==> config.mk <==
export PLATFORM = sky130hd
export DESIGN_NAME = ps2_host_tx
export DESIGN_NICKNAME = d
export VERILOG_FILES = /design/src/rtl/ps2_host_tx.sv
export SDC_FILE = /design/constraint.sdc
export NUM_CORES = 1
export LEC_CHECK = 0
export BUFFER_PORTS_ARGS = -buffer_cell sky130_fd_sc_hd__buf_2
export CAP_MARGIN = 10
export CELL_PAD_IN_SITES_DETAIL_PLACEMENT = 0
export CELL_PAD_IN_SITES_GLOBAL_PLACEMENT = 1
export CORE_MARGIN = 4
export CORE_UTILIZATION = 49
export DETAILED_ROUTE_END_ITERATION = 12
export MAX_ROUTING_LAYER = met4
export PLACE_DENSITY = 0.92
export SYNTH_ARGS = -nofsm -noshare
export SYNTH_HDL_FRONTEND = slang
export SYNTH_SLANG_ARGS = --single-unit
==> constraint.sdc <==
create_clock -name CLOCK_50 -period 6.2 [get_ports CLOCK_50]
set_input_delay 0.62 -clock CLOCK_50 [delete_from_list [all_inputs] [get_ports CLOCK_50]]
set_output_delay 0.62 -clock CLOCK_50 [all_outputs]
set_load 0.005 [all_outputs]
==> src/rtl/ps2_host_tx.sv <==
// Host-to-device PS/2 transmitter: inhibits the bus, requests to send, shifts one byte
// plus odd parity and stop on device clock edges, then checks the device ACK.
module ps2_host_tx #(
    parameter int unsigned INHIBIT_CYCLES       = 5000,
    parameter int unsigned DAT_SETUP_CYCLES     = 50,
    parameter int unsigned START_TIMEOUT_CYCLES = 750000,
    parameter int unsigned XFER_TIMEOUT_CYCLES  = 100000
) (
    input  logic       CLOCK_50,
    input  logic       NRST,
    input  logic [7:0] tx_data_i,
    input  logic       tx_valid_i,
    output logic       tx_ready_o,
    output logic       tx_done_o,
    output logic       tx_nack_o,
    output logic       tx_timeout_o,
    output logic       busy_o,
    input  logic       ps2_clk_i,
    input  logic       ps2_dat_i,
    output logic       ps2_clk_oe_o,
    output logic       ps2_dat_oe_o,
    output logic [2:0] state_dbg_o
);

    localparam int unsigned MAX_A = (INHIBIT_CYCLES > DAT_SETUP_CYCLES) ? INHIBIT_CYCLES : DAT_SETUP_CYCLES;
    localparam int unsigned MAX_B = (START_TIMEOUT_CYCLES > XFER_TIMEOUT_CYCLES) ? START_TIMEOUT_CYCLES : XFER_TIMEOUT_CYCLES;
    localparam int unsigned T_MAX = (MAX_A > MAX_B) ? MAX_A : MAX_B;
    localparam int          TW    = $clog2(T_MAX + 1);

    typedef enum logic [2:0] {
        S_IDLE      = 3'd0,
        S_INHIBIT   = 3'd1,
        S_REQ       = 3'd2,
        S_WAIT_CLK  = 3'd3,
        S_SHIFT     = 3'd4,
        S_ACK       = 3'd5,
        S_IDLE_WAIT = 3'd6
    } state_t;

    state_t        state_q, state_d;
    logic [TW-1:0] timer_q, timer_d;
    logic [3:0]    bit_cnt_q, bit_cnt_d;
    logic [7:0]    shreg_q, shreg_d;
    logic          parity_q, parity_d;
    logic          clk_oe_q, clk_oe_d;
    logic          dat_oe_q, dat_oe_d;
    logic          done_q, done_d;
    logic          nack_q, nack_d;
    logic          to_q, to_d;
    logic          clk_s1_q, clk_s2_q, clk_prev_q;
    logic          dat_s1_q, dat_s2_q;
    logic          fe;

    // Synchronisers reset to 1 so an idle (pulled-up) bus never looks like an edge.
    always_ff @(posedge CLOCK_50 or negedge NRST) begin
        if (!NRST) begin
            clk_s1_q   <= 1'b1;
            clk_s2_q   <= 1'b1;
            clk_prev_q <= 1'b1;
            dat_s1_q   <= 1'b1;
            dat_s2_q   <= 1'b1;
        end else begin
            clk_s1_q   <= ps2_clk_i;
            clk_s2_q   <= clk_s1_q;
            clk_prev_q <= clk_s2_q;
            dat_s1_q   <= ps2_dat_i;
            dat_s2_q   <= dat_s1_q;
        end
    end

    assign fe = clk_prev_q & ~clk_s2_q;

    always_ff @(posedge CLOCK_50 or negedge NRST) begin
        if (!NRST) begin
            state_q   <= S_IDLE;
            timer_q   <= '0;
            bit_cnt_q <= '0;
            shreg_q   <= '0;
            parity_q  <= 1'b0;
            clk_oe_q  <= 1'b0;
            dat_oe_q  <= 1'b0;
            done_q    <= 1'b0;
            nack_q    <= 1'b0;
            to_q      <= 1'b0;
        end else begin
            state_q   <= state_d;
            timer_q   <= timer_d;
            bit_cnt_q <= bit_cnt_d;
            shreg_q   <= shreg_d;
            parity_q  <= parity_d;
            clk_oe_q  <= clk_oe_d;
            dat_oe_q  <= dat_oe_d;
            done_q    <= done_d;
            nack_q    <= nack_d;
            to_q      <= to_d;
        end
    end

    // Handshake: a byte is taken on any cycle where tx_valid_i && tx_ready_o;
    // tx_ready_o is high only in IDLE, so tx_valid_i is ignored while busy.
    always_comb begin
        state_d   = state_q;
        timer_d   = timer_q;
        bit_cnt_d = bit_cnt_q;
        shreg_d   = shreg_q;
        parity_d  = parity_q;
        clk_oe_d  = clk_oe_q;
        dat_oe_d  = dat_oe_q;
        done_d    = 1'b0;
        nack_d    = 1'b0;
        to_d      = 1'b0;
        case (state_q)
            S_IDLE: begin
                clk_oe_d = 1'b0;
                dat_oe_d = 1'b0;
                if (tx_valid_i) begin
                    shreg_d   = tx_data_i;
                    parity_d  = ~^tx_data_i;
                    timer_d   = '0;
                    bit_cnt_d = '0;
                    clk_oe_d  = 1'b1;
                    state_d   = S_INHIBIT;
                end
            end
            S_INHIBIT: begin
                timer_d = timer_q + 1'b1;
                if (timer_q == TW'(INHIBIT_CYCLES - 1)) begin
                    timer_d  = '0;
                    dat_oe_d = 1'b1;
                    state_d  = S_REQ;
                end
            end
            S_REQ: begin
                timer_d = timer_q + 1'b1;
                if (timer_q == TW'(DAT_SETUP_CYCLES - 1)) begin
                    timer_d  = '0;
                    clk_oe_d = 1'b0;
                    state_d  = S_WAIT_CLK;
                end
            end
            S_WAIT_CLK: begin
                timer_d = timer_q + 1'b1;
                if (timer_q == TW'(START_TIMEOUT_CYCLES - 1)) begin
                    to_d     = 1'b1;
                    dat_oe_d = 1'b0;
                    state_d  = S_IDLE;
                end else if (fe) begin
                    timer_d   = '0;
                    bit_cnt_d = 4'd1;
                    dat_oe_d  = ~shreg_q[0];
                    shreg_d   = {1'b0, shreg_q[7:1]};
                    state_d   = S_SHIFT;
                end
            end
            S_SHIFT, S_ACK, S_IDLE_WAIT: begin
                timer_d = timer_q + 1'b1;
                // The transfer timeout takes priority over a same-cycle edge.
                if (timer_q == TW'(XFER_TIMEOUT_CYCLES - 1)) begin
                    to_d     = 1'b1;
                    clk_oe_d = 1'b0;
                    dat_oe_d = 1'b0;
                    state_d  = S_IDLE;
                end else if (state_q == S_SHIFT) begin
                    if (fe) begin
                        bit_cnt_d = bit_cnt_q + 1'b1;
                        if (bit_cnt_q < 4'd8) begin
                            dat_oe_d = ~shreg_q[0];
                            shreg_d  = {1'b0, shreg_q[7:1]};
                        end else if (bit_cnt_q == 4'd8) begin
                            dat_oe_d = ~parity_q;
                        end else begin
                            dat_oe_d = 1'b0;
                            state_d  = S_ACK;
                        end
                    end
                end else if (state_q == S_ACK) begin
                    if (fe) begin
                        if (!dat_s2_q) begin
                            state_d = S_IDLE_WAIT;
                        end else begin
                            nack_d  = 1'b1;
                            state_d = S_IDLE;
                        end
                    end
                end else begin
                    if (clk_s2_q && dat_s2_q) begin
                        done_d  = 1'b1;
                        state_d = S_IDLE;
                    end
                end
            end
            default: begin
                clk_oe_d = 1'b0;
                dat_oe_d = 1'b0;
                state_d  = S_IDLE;
            end
        endcase
    end

    assign tx_ready_o   = (state_q == S_IDLE);
    assign busy_o       = (state_q != S_IDLE);
    assign tx_done_o    = done_q;
    assign tx_nack_o    = nack_q;
    assign tx_timeout_o = to_q;
    assign ps2_clk_oe_o = clk_oe_q;
    assign ps2_dat_oe_o = dat_oe_q;
    assign state_dbg_o  = state_q;

endmodule

==> run metrics, run 1 <==
Synth Area in XOR/XNOR 2.556%; area grow syn2layout 11.09%; Vias/cell 6.082; commonest non-fill, non-tap cell in the layout dfrtp_1; syn_nets 328; first-pass GRT wire length 10410 µm; reg2reg start timer_q[1]; worst skew pair latency 0.30 ns; CTS Buffer Depth 2; Synth Warn # 0; min cycle time layout 2.993 ns; Int Pwr 729.6 µW; Hold Path Origin dat_s1_q; Post-CTS Setup Bufs 0; Synth cell types 52; Max VDD drop 0.1601 mV; crit path capture type register; Die ar. 0.006855 mm²; CTS tree done; #FFs+latches synth 46; slew of the pin with the lowest slew margin 1.195 ns; Reg2Reg Depth 9; LEAKAGE 0.001419 µW; worst path arrival time 3.19 ns; multi-input logic area 0.001473 mm²; Clock Skew 0.005645 ns; worst hold path endpoint dat_s2_q; final max-slew violation count 0; Die H 82.80 µm; Crit. Startpoint timer_q[1]; Post-CTS Hold Buffers 0; Clock Pin Slew Worst Setup and Hold Paths 0.08 ns; Adder-Cell Fraction of Synth Area 1.826%; status finished clean; WS Path Type register to register; Compound-Gate Fraction of Synth Area 20.36%; Nets 347; Combinational Power Share 40.7%; cell area after synthesis 0.002741 mm²; final setup fails 0; Post-synth EDFFs 0; Max Freq 334.2 MHz; Synth Instances 311; worst hold slack 0.3582 ns; Top FF cell, synth dfrtp_1; setup_tns 0 ns; antenna fix cells 0; num rows 26; placed instance area 0.002903 mm²; drt total wl 6070 µm; share of cells above drive strength 1 13.60%; post-route ant nets 0; Tcrit/Tclk final 48.27%; drt pass-1 iters 5; initial core utilization 52.02%; Die W 82.80 µm; crit path max fanout 19; Mapped Avg Cell Area 8.815 µm²; drt drc 0; Core Box Area 0.005270 mm²; post-CTS sizing 0; Sequential Power Share 36.9%; number of fill cells 473; DP HPWL 4404 µm; RSZ-0062 raised after global routing false; GR Util All Layers 20.43%; final global-route overflow total 0; register area 0.001157 mm²; combinational family with the most area after synthesis simple AND/OR/NAND/NOR gates; total CTS buffers 5; GPL Wtd Cong 0.8365; PD cells 397.9 mW/mm²; critical path required time 6.39 ns; vias in the first global route 2264; final instance area 0.003045 mm²; antenna violations before repair 0; depth of the CTS H-tree 2; final hold viol count 0; post-layout util 57.79%; R2R Path End timer_q[16]; Clock Power Share 22.4%; largest net degree at the start of global routing 47; Top Ports 23; commonest non-fill, non-tap cells in the layout dfrtp_1, nor2_1, o21ai_0; clk sinks 46; post-synthesis simple-gate area fraction 26.02%; total of max-cap violations 0; Starting DRT DRC Count 202; vias 2439; clock root buffer clkbuf_8; worst hold path class register to register; crit path launch type register; Net Sw Frac 39.79%; switching power 482.2 µW; register area share after synthesis 42.22%; mux contribution to synthesized area 2.967%; routed length per instance 15.14 µm; FF-to-FF setup slack 3.21 ns; post-synthesis async set-or-reset flop share 100.0%; Port Buffers 22; Max-slew headroom 20.36%; hold path cells 0
through the flow:
stage | worst slack, ns | power [µW] | instances
after floorplan | 3.851 | 818.7 | 311
after global placement | 3.322 | 933.1 | 393
after detailed placement | 3.250 | 943.2 | 393
after CTS | 3.232 | 1218 | 401
after global routing | 2.978 | 1317 | 401
final | 3.207 | 1212 | 401
power groups by stage:
stage / combinational [µW] / sequential [µW] / clock [µW]
final: 493 / 448 / 271
after global routing: 566 / 458 / 292
after CTS: 494 / 446 / 278
after detailed placement: 491 / 452 / 0
after global placement: 482 / 451 / 0
after floorplan: 407 / 411 / 0
Yosys cell counts, drive strengths merged (2+ instances only):
master  instances  area (µm²)
a211oi          3       22.52
a21o           15       112.6
a21oi          16       80.08
and3            6       37.54
buf             4       20.02
clkbuf          8       31.28
dfrtp          41        1026
dfstp           5       131.4
ha              4       50.05
inv            16       60.06
mux2i           7       70.07
nand2          22       82.58
nand2b          3       18.77
nand3          12       60.06
nand4           4       25.02
nand4b          2       17.52
nor2           31       116.4
nor2b           3       18.77
nor3           19       111.4
nor3b           5       37.54
nor4            7       58.81
o21ai          29       148.9
o22ai           4       25.02
o31ai           6       45.04
o41ai           3       26.28
or3             3       18.77
or4             7       60.06
or4b            2       20.02
xnor2           7       61.31
critical path, stage by stage, from the launching register on:
cell and delay, ns:
dfrtp_1 0.41, inv_1 0.09, ha_1 0.15, or4b_1 0.44
nor3_1 0.28, a31oi_1 0.18, nor4_4 0.64, buf_4 0.34
o21ai_0 0.12, a21o_1 0.24
flip-flops by register name (all words and copies together), names as in the netlist:
name	flops
timer_q	20
clk_s2_q	1
clk_prev_q	1
ps2_clk_oe_o	1
bit_cnt_q	4
tx_nack_o	1
clk_s1_q	1
ps2_dat_oe_o	1
shreg_q	8
tx_timeout_o	1
dat_s2_q	1
parity_q	1
dat_s1_q	1
state_dbg_o	3
tx_done_o	1
layout make-up:
type | count | share of cell area (%)
well taps | 70 | 2.876
multi-input cells | 237 | 48.36
flip-flops and latches | 46 | 38.00
clock buffers | 6 | 2.712
repair buffers | 24 | 4.108
inverters | 16 | 1.972
clock inverters | 2 | 1.972
worst max path at each step:
stage / slack (ns) / endpoint
2_1_floorplan: 3.85 / timer_q[19]
3_3_place_gp: 3.32 / timer_q[12]
3_5_place_dp: 3.25 / timer_q[13]
4_1_cts: 3.23 / timer_q[13]
5_1_grt: 2.98 / timer_q[2]
6_report: 3.21 / timer_q[16]
per-layer routing:
layer	global-route usage, %	up-vias	part of all wire [%]	wire length (µm)
li1	-	1181	-	-
met1	26.99	1173	46	2817
met2	32.37	76	46	2817
met3	3.564	9	6.1	371
met4	5.882	0	1.0	63
met5	-	-	0	0
cells by family (layout without fill, tap and decap cells):
logic type,count (synthesis),count (layout)
xor gates and xnor gates,8,8
AOI/OAI and AO/OA,87,87
adders and majority gates,4,4
DFF,46,46
and+or+nand+nor,130,130
buffers and inverters,28,48
muxes,8,8
(Power assumes the default switching activity.)
==> run 2: changes to the inputs <==
Settings changed: CORE_UTILIZATION 49 to 46, PLACE_DENSITY 0.92 to 0.88.
Clock period 6.2 ns to 3.1 ns, I/O delays scaled along.
==> run metrics, run 2 (synthesis results as in run 1) <==
drt total wl 6514 µm (+7.3%); Largest register FFs 20 (unchanged); number of fill cells 527 (+11%); DP HPWL 4716 µm (+7.1%); slowest library cell on the worst path or4_1; drt pass-1 iters 4 (-1); final max-slew violation count 0 (unchanged); worst hold path class primary input to register; largest net degree at the start of global routing 47 (unchanged); CTS tree done; top flop regs timer_q (20), shreg_q (8), bit_cnt_q (4); Nets 351 (+1.2%); commonest non-fill, non-tap cells in the layout dfrtp_1, nor2_1, o21ai_0; Clock Power Share 18.6% (-3.8 points); Crit. Startpoint timer_q[10]; final global-route overflow total 0 (unchanged); setup slack after layout 0.5976 ns (-2.610 ns); antenna violations before repair 0 (unchanged); CP Depth 7 (-2); num rows 27 (+3.8%); Die W 85.20 µm (+2.9%); Starting DRT DRC Count 159 (-21%); final setup fails 0 (unchanged); Net Sw Frac 41.93% (+2.1 points); worst skew pair latency 0.30 ns (about the same); Post-CTS Setup Bufs 0 (unchanged); setup_tns 0 ns (unchanged); Combinational Power Share 44.4% (+3.7 points); Max Freq 399.6 MHz (+20%); depth of the CTS H-tree 2 (unchanged); Die ar. 0.007258 mm² (+5.9%); WS Path Type register to register; crit path max fanout 23 (+4); Vias/cell 6.002 (-1.3%); vias in the first global route 2304 (+1.8%); initial core utilization 48.59% (-3.4 points); area grow syn2layout 11.09% (unchanged); Hold Path Origin ps2_clk_i; Clock Skew 0.006490 ns (+0.0008456 ns); critical path required time 3.30 ns (-3.09 ns); crit path capture type register; Port Buffers 22 (unchanged); multi-input logic area 0.001473 mm² (unchanged); status finished clean; slew of the pin with the lowest slew margin 1.045 ns (-0.1495 ns); first-pass GRT wire length 11100 µm (+6.7%); clock root buffer clkbuf_8; LEAKAGE 0.001419 µW (about the same); Int Pwr 1382 µW (+89%); total CTS buffers 5 (unchanged); hold path cells 1 (+1); routed length per instance 16.00 µm (+5.7%); Tcrit/Tclk final 80.72% (+32 points); cell family with most CP delay simple AND/OR/NAND/NOR gates; drt drc 0 (unchanged); CTS Buffer Depth 2 (unchanged); post-route ant nets 0 (unchanged); switching power 998.0 µW (+110%); Top Ports 23 (unchanged); R2R Path End timer_q[6]; FF-to-FF setup slack 0.60 ns (-2.61 ns); Post-Place Setup Slack 0.6251 ns (-2.625 ns); Sequential Power Share 36.9% (about the same); GR Util All Layers 19.08% (-1.3 points); Max-slew headroom 30.33% (+10 points); vias 2443 (+0.16%); GPL Wtd Cong 0.8894 (+6.3%); worst hold path endpoint clk_s1_q; RSZ-0062 raised after global routing false; Top reg by flops timer_q; post-CTS sizing 0 (unchanged); antenna fix cells 0 (unchanged); worst path cell trace or4_1, nor3_2, a311oi_1, nor4_4, buf_4, o21ai_0, a21o_1; register area 0.001157 mm² (unchanged); commonest non-fill, non-tap cell in the layout dfrtp_1; Clock Pin Slew Worst Setup and Hold Paths 0.09 ns (about the same); crit path launch type register; clk sinks 46 (unchanged); slowest cell delay on critical path 0.55 ns (-0.09 ns); total of max-cap violations 0 (unchanged); final hold viol count 0 (unchanged); Max VDD drop 0.3882 mV (+140%); Post-CTS Hold Buffers 0 (unchanged); worst path arrival time 2.70 ns (-0.49 ns); Die H 85.20 µm (+2.9%); Core Box Area 0.005642 mm² (+7.1%); WP buf/inv 1 (-1); reg2reg start timer_q[10]; Reg2Reg Depth 7 (-2); PD cells 781.6 mW/mm² (+96%); share of cells above drive strength 1 14.33% (+0.73 points); min cycle time layout 2.502 ns (-0.4902 ns)
run 2: worst max path at each step:
stage                     end  slack, ns
2_1_floorplan     timer_q[19]       0.75
3_3_place_gp      timer_q[19]       0.67
3_5_place_dp   state_dbg_o[1]       0.63
4_1_cts        state_dbg_o[1]       0.60
5_1_grt           timer_q[11]       0.41
6_report           timer_q[6]       0.60
run 2: final cells by class:
class	count	area share, %
Tap cell	72	2.958
Inverter	16	1.972
Timing Repair Buffer	28	5.095
Clock buffer	6	2.383
Sequential cell	46	38.00
Clock inverter	2	1.233
Multi-Input combinational cell	237	48.36
run 2: metrics by stage:
step / util, % / std cells / hold slack [ns] / power, µW / area (µm²)
after global routing: 53.98 / 407 / 0.07511 / 2569 / 3045
final: 53.98 / 407 / 0.09663 / 2380 / 3045
after CTS: 53.98 / 407 / 0.08341 / 2397 / 3045
after detailed placement: 52.03 / 399 / 0.3476 / 1943 / 2935
after global placement: 52.03 / 399 / 0.3456 / 1916 / 2935
after floorplan: - / 311 / 0.01441 / 1637 / 2741
run 2: routing by layer:
layer | up-vias | share of wire (%) | track usage (%)
met3 | 6 | 5.8 | 2.913
met4 | 0 | 0.94 | 4.029
met5 | - | 0 | -
li1 | 1188 | - | -
met1 | 1182 | 46 | 25.32
met2 | 67 | 47 | 31.00
run 2: power by group through the flow:
stage	logic, µW	clock network, µW	registers [µW]
final	1060	443	879
after global routing	1180	490	902
after global placement	1030	0	886
after detailed placement	1060	0	888
after CTS	1060	462	877
after floorplan	815	0	823
==> run 3: changes to the inputs <==
Settings changed: CORE_UTILIZATION 46 to 41, PLACE_DENSITY 0.88 to 0.83.
Clock period 3.1 ns to 2.15 ns, I/O delays scaled along.
==> run metrics, run 3 (synthesis results as in run 1) <==
status finished with violations; failing checks negative hold slack, negative setup slack; number of fill cells 521 (-1.1%); Clock Pin Slew Worst Setup and Hold Paths 0.09 ns (about the same); min cycle time layout 2.497 ns (-0.005555 ns); final hold viol count 26 (+26); DP HPWL 5364 µm (+14%); Top Ports 23 (unchanged); commonest non-fill, non-tap cell in the layout buf_4; Max-slew headroom 44.17% (+14 points); clock root buffer clkbuf_8; vias in the first global route 2734 (+19%); clk sinks 46 (unchanged); Max Freq 400.5 MHz (+0.22%); final global-route overflow total 0 (unchanged); PD cells 1137 mW/mm² (+46%); worst hold slack -0.01031 ns (-0.1069 ns); worst skew pair latency 0.31 ns (about the same); total of max-cap violations 0 (unchanged); Die W 89.77 µm (+5.4%); drt drc 0 (unchanged); slew of the pin with the lowest slew margin 0.8344 ns (-0.2107 ns); num rows 29 (+7.4%); post-layout util 62.48% (+8.5 points); Port Buffers 22 (unchanged); total CTS buffers 5 (unchanged); Clock Skew 0.009397 ns (+0.002907 ns); depth of the CTS H-tree 2 (unchanged); Vias/cell 5.749 (-4.2%); commonest non-fill, non-tap cells in the layout buf_4, dfrtp_1, nor2_1, buf_2, nand2_1; routed length per instance 16.47 µm (+2.9%); CTS tree done; share of cells above drive strength 1 43.70% (+29 points); crit path capture type register; Nets 421 (+20%); total power 4563 µW (+92%); GR Util All Layers 20.24% (+1.2 points); RSZ-0062 raised after global routing true; WS Path Type register to register; final setup fails 34 (+34); LEAKAGE 0.001879 µW (+32%); Max VDD drop 0.4754 mV (+22%); Tcrit/Tclk final 116.1% (+35 points); Starting DRT DRC Count 152 (-4.4%); Largest register FFs 20 (unchanged); setup slack after layout -0.3469 ns (-0.9444 ns); antenna violations before repair 0 (unchanged); worst hold path class primary input to async pin; area grow syn2layout 46.37%; crit path launch type register; CTS Buffer Depth 2 (unchanged); first-pass GRT wire length 12980 µm (+17%); antenna fix cells 0 (unchanged); Die H 89.77 µm (+5.4%); top flop regs timer_q (20), shreg_q (8), bit_cnt_q (4); Top reg by flops timer_q; crit path max fanout 20 (-13%); drt total wl 7939 µm (+22%); worst path arrival time 2.73 ns (+0.03 ns); critical path required time 2.38 ns (-0.92 ns); largest net degree at the start of global routing 35 (-26%); Core Box Area 0.006422 mm² (+14%); Post-Place Setup Slack -0.3219 ns (-0.9470 ns); drt pass-1 iters 4 (unchanged); vias 2771 (+13%); initial core utilization 42.68% (-5.9 points); post-route ant nets 0 (unchanged); final max-slew violation count 0 (unchanged); GPL Wtd Cong 0.9010 (+1.3%); Die ar. 0.008059 mm² (+11%)
[run 3: cell count changes in the layout (fill, tap and decap cells not counted), moves of 4 or more]
| cell | previous run | this run |
|---|---|---|
| buf_4 | 6 | 60 |
| buf_6 | 0 | 10 |
| nor2_1 | 31 | 22 |
| nor2_4 | 0 | 6 |
| nor3_1 | 17 | 10 |
| nor3_2 | 1 | 7 |
| o21ai_0 | 28 | 13 |
| o21ai_2 | 1 | 12 |
| o31ai_1 | 6 | 1 |
| o31ai_2 | 0 | 4 |
[run 3: power by group]
group | internal [µW] | leakage [µW] | switching [µW]
logic | 1260 | 0.00123 | 1400
clock network | 349 | 0.0000585 | 318
registers | 1060 | 0.000588 | 178
total | 2660 | 0.00188 | 1900
[run 3: layer usage]
metal  GRT usage, %  wire (µm)  part of all wire, %
met5              -          0                    0
met4          7.152        143                  1.8
met3          4.591        340                  4.3
met2          33.02       3979                   50
met1          24.79       3476                   44
[run 3: area by class of cell]
cell class / instances / area [µm²] / area share (%)
flip-flops and latches: 46 / 1157 / 28.84
inverters: 16 / 60.06 / 1.497
clock buffers: 5 / 68.82 / 1.715
repair buffers: 98 / 773.2 / 19.27
multi-input cells: 237 / 1813 / 45.18
well taps: 77 / 96.34 / 2.401
clock inverters: 3 / 43.79 / 1.091
[run 3: path summary, 6_finish.rpt]
check / slack [ns] / endpoint / depth (start not counted) / startpoint
max in group asynchronous: 1.50 / shreg_q[0] / 2 / NRST
min in group CLOCK_50: 0.15 / shreg_q[7] / 3 / tx_data_i[7]
worst max register to register: -0.35 / timer_q[19] / 7 / timer_q[9]
worst min-delay path: -0.01 / timer_q[7] / 1 / NRST
worst min register to register: 0.36 / dat_s2_q / 0 / dat_s1_q
worst max-delay path: -0.35 / timer_q[19] / 7 / timer_q[9]
[run 3: critical path: stages (launching register included)]
cell and delay (ns):
dfrtp_1 0.39, or4b_4 0.54, or4_4 0.47, nor3_4 0.18
nor4_4 0.09, buf_12 0.16, or4_4 0.51, o211ai_2 0.07
[run 3: timing repair]
item,in CTS,in global routing
hold endpoints to repair,2,0
resized for setup,48,54
endpoints found under the setup margin,37,38
buffers inserted,15,12
cloned,1,0
pin swaps,19,19
hold buffers,2,0
[run 3: stage by stage]
stage          hold slack, ns  area [µm²]  std cells  setup TNS [ns]
2_1_floorplan        -0.08059        2764        311          -2.012
3_3_place_gp           0.3201        3338        451          -2.824
3_5_place_dp           0.3214        3338        451          -5.013
4_1_cts               0.01632        3791        476          -5.862
5_1_grt               0.03478        4013        482          -7.907
6_report             -0.01031        4013        482          -5.442
